### src/rtl/reg_file_pkg.sv
// Shared register-file constants and the 5-bit register-index type.
// Used by reg_file and by the RegDst mux that produces WriteReg.
package reg_file_pkg;

    localparam int unsigned NUM_REGS  = 32;
    localparam int unsigned REG_IDX_W = 5;
    localparam int unsigned COUNT_W   = 8;

    typedef logic [REG_IDX_W-1:0] reg_idx_t;

    localparam reg_idx_t REG_ZERO = 5'd0;
    localparam reg_idx_t REG_SP   = 5'd29;
    localparam reg_idx_t REG_RA   = 5'd31;

endpackage : reg_file_pkg

### src/rtl/reg_bypass.sv
// Write-first forwarding compare for one register-file read port.
// When BYPASS_EN is set and this port reads the register being committed on
// the same edge, the incoming write data is selected instead of the stored
// contents.
//   rd_addr   : read port register index
//   wr_en     : a write to a non-zero register commits this edge
//   wr_addr   : destination register index
//   wr_data   : data being written
//   rf_data   : stored contents of rd_addr
//   rd_data_c : combinational next value for the registered read data
module reg_bypass
    import reg_file_pkg::*;
#(
    parameter int unsigned DATA_W    = 32,
    parameter bit          BYPASS_EN = 1'b0
) (
    input  reg_idx_t          rd_addr,
    input  logic              wr_en,
    input  reg_idx_t          wr_addr,
    input  logic [DATA_W-1:0] wr_data,
    input  logic [DATA_W-1:0] rf_data,
    output logic [DATA_W-1:0] rd_data_c
);

    logic hit_c;

    assign hit_c     = BYPASS_EN && wr_en && (rd_addr == wr_addr);
    assign rd_data_c = hit_c ? wr_data : rf_data;

endmodule : reg_bypass

### src/rtl/reg_file.sv
// 32-entry register file for the multi-cycle datapath, with registered
// (A/B latch) read ports and a modulo-256 count of committed writes.
// Register 0 is hard-wired to zero; registers 29 and 31 reset to SP_INIT and
// RA_INIT. Define REGFILE_BYPASS_EN for write-first reads on a same-edge
// write; otherwise reads return the old contents (read-first).
//   clk        : clock, rising edge
//   reset      : asynchronous reset, active low
//   RegWrite   : write enable
//   WriteReg   : destination register index
//   WriteData  : write data
//   ReadReg1/2 : source register indices
//   ReadData1/2: registered read data
//   WriteCount : committed-write counter
module reg_file
    import reg_file_pkg::*;
#(
    parameter int unsigned       DATA_W  = 32,
    parameter logic [DATA_W-1:0] SP_INIT = DATA_W'(32'd227),
    parameter logic [DATA_W-1:0] RA_INIT = DATA_W'(32'd0)
) (
    input  logic               clk,
    input  logic               reset,
    input  logic               RegWrite,
    input  reg_idx_t           WriteReg,
    input  logic [DATA_W-1:0]  WriteData,
    input  reg_idx_t           ReadReg1,
    input  reg_idx_t           ReadReg2,
    output logic [DATA_W-1:0]  ReadData1,
    output logic [DATA_W-1:0]  ReadData2,
    output logic [COUNT_W-1:0] WriteCount
);

`ifdef REGFILE_BYPASS_EN
    localparam bit BYPASS_EN = 1'b1;
`else
    localparam bit BYPASS_EN = 1'b0;
`endif

    logic [DATA_W-1:0] regs [NUM_REGS];
    logic              wr_commit_c;
    logic [DATA_W-1:0] rf_rd1_c;
    logic [DATA_W-1:0] rf_rd2_c;
    logic [DATA_W-1:0] rd1_c;
    logic [DATA_W-1:0] rd2_c;

    // Writes to register 0 are dropped and do not count.
    assign wr_commit_c = RegWrite && (WriteReg != REG_ZERO);

    assign rf_rd1_c = regs[ReadReg1];
    assign rf_rd2_c = regs[ReadReg2];

    reg_bypass #(
        .DATA_W    (DATA_W),
        .BYPASS_EN (BYPASS_EN)
    ) u_bypass1 (
        .rd_addr   (ReadReg1),
        .wr_en     (wr_commit_c),
        .wr_addr   (WriteReg),
        .wr_data   (WriteData),
        .rf_data   (rf_rd1_c),
        .rd_data_c (rd1_c)
    );

    reg_bypass #(
        .DATA_W    (DATA_W),
        .BYPASS_EN (BYPASS_EN)
    ) u_bypass2 (
        .rd_addr   (ReadReg2),
        .wr_en     (wr_commit_c),
        .wr_addr   (WriteReg),
        .wr_data   (WriteData),
        .rf_data   (rf_rd2_c),
        .rd_data_c (rd2_c)
    );

    // Register array; entry 0 is never written so it stays zero.
    always_ff @(posedge clk or negedge reset) begin
        if (!reset) begin
            for (int i = 0; i < NUM_REGS; i++) begin
                if (REG_IDX_W'(i) == REG_SP) begin
                    regs[i] <= SP_INIT;
                end else if (REG_IDX_W'(i) == REG_RA) begin
                    regs[i] <= RA_INIT;
                end else begin
                    regs[i] <= '0;
                end
            end
        end else if (wr_commit_c) begin
            regs[WriteReg] <= WriteData;
        end
    end

    // Registered read ports and write counter (wraps silently).
    always_ff @(posedge clk or negedge reset) begin
        if (!reset) begin
            ReadData1  <= '0;
            ReadData2  <= '0;
            WriteCount <= '0;
        end else begin
            ReadData1 <= rd1_c;
            ReadData2 <= rd2_c;
            if (wr_commit_c) begin
                WriteCount <= WriteCount + COUNT_W'(1);
            end
        end
    end

endmodule : reg_file

### config.mk
export PLATFORM = sky130hd
export DESIGN_NAME = reg_file
export DESIGN_NICKNAME = d
export VERILOG_FILES = /design/src/rtl/reg_file_pkg.sv /design/src/rtl/reg_bypass.sv /design/src/rtl/reg_file.sv
export SDC_FILE = /design/constraint.sdc
export NUM_CORES = 2
export LEC_CHECK = 0
export ABC_AREA = 1
export ABC_CLOCK_PERIOD_IN_PS = 2300
export BUFFER_PORTS_ARGS = -buffer_cell sky130_fd_sc_hd__buf_4
export CAP_MARGIN = 0
export CORE_ASPECT_RATIO = 1.25
export CORE_MARGIN = 2
export CORE_UTILIZATION = 35
export CTS_CLUSTER_DIAMETER = 60
export DETAILED_ROUTE_END_ITERATION = 8
export HOLD_SLACK_MARGIN = 0.12
export PLACE_DENSITY = 0.57
export SYNTH_ARGS = -nofsm -noshare
export SYNTH_HDL_FRONTEND = slang
export SYNTH_SLANG_ARGS = --single-unit
### constraint.sdc
create_clock -name clk -period 2.3 [get_ports clk]
set_input_delay 0 -clock clk [delete_from_list [all_inputs] [get_ports clk]]
set_output_delay 0 -clock clk [all_outputs]
set_load 0.01 [all_outputs]
==> impl_metrics.py <==
metrics = {
    "pwr": {
        "swShare_pct": 31.7,
        "power_density_mw_per_mm2": 856,
        "power.combinational.fraction_pct": 19.5,
        "internal_power_uw": 39600,
        "vdd_drop_max_mv": 0.673,
        "power_leakage_uw": 0.0323,
        "netSwitchingPower_uw": 18400,
        "power_frac_seq_pct": 44.8,
        "power.share.clock_pct": 35.7,
    },
    "synthesis": {
        "yosys.cell_types.count": 22,
        "synth_area_per_inst_um2": 6.94,
        "synth.yosys.seq_area_share_pct": 47.2,
        "yosys_register_bits": 1096,
        "netlist_top_cells_area": "dfrtp_1 47%, nand2_1 24%, nand3_1 13%",
        "synthesis.yosys.warnings": 0,
        "post_synth_top_area_cell": "dfrtp_1",
        "syn_inst": 8374,
        "syn_nets": 8425,
        "netlist_area_mm2": 0.0581,
        "synth.top_cell.area_share_pct": 47.0,
    },
    "clocking": {
        "cts-buffers-inserted": 117,
        "cts.clk_slew.worst_paths_ns": 0.06,
        "clock_root_cell": "clkbuf_16",
        "clock_path_buffers": 3,
        "clock_sinks": 1096,
        "htreeDepth": 3,
        "worst_skew_pair.late_latency_ns": 0.77,
        "cts_tree": "yes",
    },
    "timing": {
        "max_freq_mhz": 431,
        "fin_worst_hold_slack_ns": 0.108,
        "report.final.setup_viol": 1,
        "setup_total_negative_slack_ns": -0.0203,
        "worst-slew-pin-transition_ns": 1.24,
        "worst_slew_margin_rel_pct": 17.0,
        "postLayoutSetupSlackWorst_ns": -0.0203,
        "final_min_period_over_clock_period_pct": 101,
        "final-hold-violation-count": 0,
        "post-route-min-period_ns": 2.32,
        "maxSlewViolCount": 0,
        "skew_ns": 0.0289,
    },
    "min_path": {
        "hold_depth": 10,
        "hold_path.class": "in2reg",
        "hold_start": "ReadReg1[0]",
        "hold-path-endpoint": "ReadData1[0]$_DFF_PN0_",
    },
    "critical_path": {
        "worst-r2r-cell-count": 10,
        "critPathLaunchType": "primary input",
        "setup_slack_of_the_most_critical_reg_to_reg_path_ns": 0.09,
        "end_kind": "register",
        "critical_path.slowest_cell": "dlygate4sd3_1",
        "critical-path-top-cell-by-count": "nand2_1",
        "reg_to_reg_critical_path_endpoint": "ReadData2[18]$_DFF_PN0_",
        "worstPathCellList": "buf_8 -> dlygate4sd3_1 -> buf_12 -> dlygate4sd3_1 -> nand3_1 -> nand3_1 -> nand2_1 -> nand2_1 -> nand2_1 -> nand2_1 -> nand2_1",
        "critical_path.max_fanout": 55,
        "critical_path.reg2reg.startpoint": "regs[274]$_DFFE_PN0P_",
        "criticalPathCategory": "in2reg",
        "critical_path_required_ns": 2.94,
        "critical_path_arrival_ns": 2.96,
        "worst_path_dominant_cell_family": "buffers and inverters",
        "worst-path-buf-inv": 4,
        "cpPeakStageDelay_ns": 0.91,
    },
    "die": {
        "initial_cell_density_of_the_core_pct": 35.2,
        "design.core.area_mm2": 0.165,
        "chipHeight_um": 460,
        "die_width_um": 368,
        "floorplan.rows": 167,
        "ioPinCount": 122,
        "die_area_mm2": 0.169,
    },
    "routing": {
        "dr_total_vias": 59110,
        "ant_nets": 0,
        "avgRoutedWirePerCell_um": 22.9,
        "highest-signal-layer": "met5",
        "drt_iter0_drc": 7748,
        "drt-vias-per-instance": 5.62,
        "first_pass_iters": 6,
        "detailroute.wirelength.met2_um": 106000,
        "drt_wl_total_um": 240000,
        "met1_wire_length_um": 100000,
        "met3WireLength_um": 23700,
        "detail_route.drc_violations": 0,
    },
    "flow_run": {
        "maxCapViolations": 0,
    },
    "finish": {
        "flow.area_growth_from_synthesis_pct": 16.5,
        "final.fill_count": 16864,
        "final_util_pct": 41.0,
        "final_layout_size_suffix_gt1_share_pct": 7.41,
        "finish.net_count": 8264,
    },
    "placement": {
        "preCtsSetupSlack_ns": 0.450,
        "detailed_place_hpwl_um": 132000,
        "portBuffers": 121,
        "place.gp.congestion": 0.850,
    },
    "grt": {
        "initial_antenna_violation_count": 7,
        "grt_overflow_total": 0,
        "grtUsageTotal_pct": 27.8,
        "grt_start_max_net_pins": 122,
        "grt_pass1_wl_um": 360000,
        "grt_pass1_vias": 56166,
    },
    "outcome": {
        "run_status": "finished with violations",
        "violations": "setup timing",
    },
}
worst max-delay path by stage:
stage	startpoint	end	slack, ns	cells past startpoint
after floorplan	ReadReg1[0]	ReadData1[14]$_DFF_PN0_	0.99	12
after global routing	regs[274]$_DFFE_PN0P_	ReadData2[18]$_DFF_PN0_	-0.002	10
after global placement	WriteReg[4]	regs[458]$_DFFE_PN0P_	0.38	7
after CTS	WriteReg[1]	regs[35]$_DFFE_PN0P_	0.003	10
after detailed placement	WriteReg[2]	regs[841]$_DFFE_PN0P_	0.45	8
final	ReadReg1[1]	ReadData1[19]$_DFF_PN0_	-0.02	11
logic make-up after synthesis:
| logic type | after synthesis | share of synthesized area, % |
|---|---|---|
| AOI/OAI and AO/OA | 993 | 8.55 |
| xor gates and xnor gates | 7 | 0.105 |
| adders and majority gates | 1 | 0.0215 |
| buffers and inverters | 806 | 5.30 |
| DFF | 1096 | 47.2 |
| and+or+nand+nor | 5471 | 38.8 |
Yosys cell counts, drive strengths merged:
| master | instances |
|---|---|
| nand2 | 3751 |
| nand3 | 1540 |
| dfrtp | 1091 |
| o21ai | 833 |
| clkbuf | 646 |
| nor2 | 168 |
| a21oi | 160 |
| buf | 104 |
| inv | 55 |
| nor3 | 10 |
| dfstp | 5 |
| xor2 | 4 |
| xnor2 | 3 |
| clkinv | 1 |
| ha | 1 |
| nand4 | 1 |
| nor4 | 1 |
timing repair:
item,4_1_cts,5_1_grt
setup endpoints to repair,0,8
hold endpoints to repair,2100,0
buffers inserted,0,5
gates resized for setup,0,8
hold buffers,108,0
cell type report:
| class | instances | area (um^2) | share of cell area [%] |
|---|---|---|---|
| antenna | 1 | 2.50 | 0.00369 |
| inverter | 56 | 258 | 0.381 |
| multi-input combinational | 6472 | 27800 | 41.0 |
| sequential | 1096 | 27400 | 40.5 |
| timing repair buffer | 470 | 5360 | 7.91 |
| clock inverter | 47 | 679 | 1.00 |
| tap | 2197 | 2750 | 4.06 |
| clock buffer | 171 | 3470 | 5.13 |
worst reg2reg max path: cells and delay by family (launching register included):
family	cells	cell delay (ns)
buffers and inverters	2	1.09
DFF	1	0.39
and+or+nand+nor	8	0.62
placed cells by master, fill, tap and decap left out, types with 3 or more instances in the layout:
cell	netlist	routed
buf_8	0	5
clkinv_2	0	20
buf_6	0	7
xnor2_1	3	3
buf_12	0	118
o21ai_0	833	833
a21oi_1	160	160
nand2_4	0	26
buf_4	0	237
dlygate4sd3_1	0	101
xor2_1	4	4
nor2_1	164	164
nor2_4	4	4
clkbuf_1	646	23
clkbuf_8	0	28
nor3_1	8	8
clkinvlp_4	0	4
inv_2	5	3
inv_6	0	4
inv_1	50	44
nand2_2	14	3
dfstp_2	5	5
inv_8	0	5
bufinv_16	0	16
nand3_1	1540	1540
clkinv_4	0	3
nand2_1	3737	3722
dfrtp_1	1091	1091
clkbuf_16	0	121
through the flow:
stage               instance area, um^2  cells  total power [uW]
floorplan                         58100   8374             32800
global placement                  62400  10180             36800
detailed placement                62400  10180             37100
CTS                               67700  10506             58000
global route                      67700  10510             61000
finish                            67700  10510             57900
flip-flops by register name, summed over array words and instances (netlist names):
name        cells
ReadData2      32
regs         1024
WriteCount      8
ReadData1      32
power by group through the flow:
stage | clock [uW] | combinational (uW) | sequential [uW]
6_report | 20700 | 11300 | 26000
4_1_cts | 21000 | 11200 | 25800
5_1_grt | 21700 | 12900 | 26400
2_1_floorplan | 0 | 7380 | 25400
3_3_place_gp | 0 | 10700 | 26100
3_5_place_dp | 0 | 11000 | 26100
layer usage:
metal,track usage (%),up-vias
li1,-,26814
met1,37.6,28435
met2,43.4,3270
met3,4.87,589
met4,12.4,2
met5,0,-
Power figures use the tool's default switching activity.
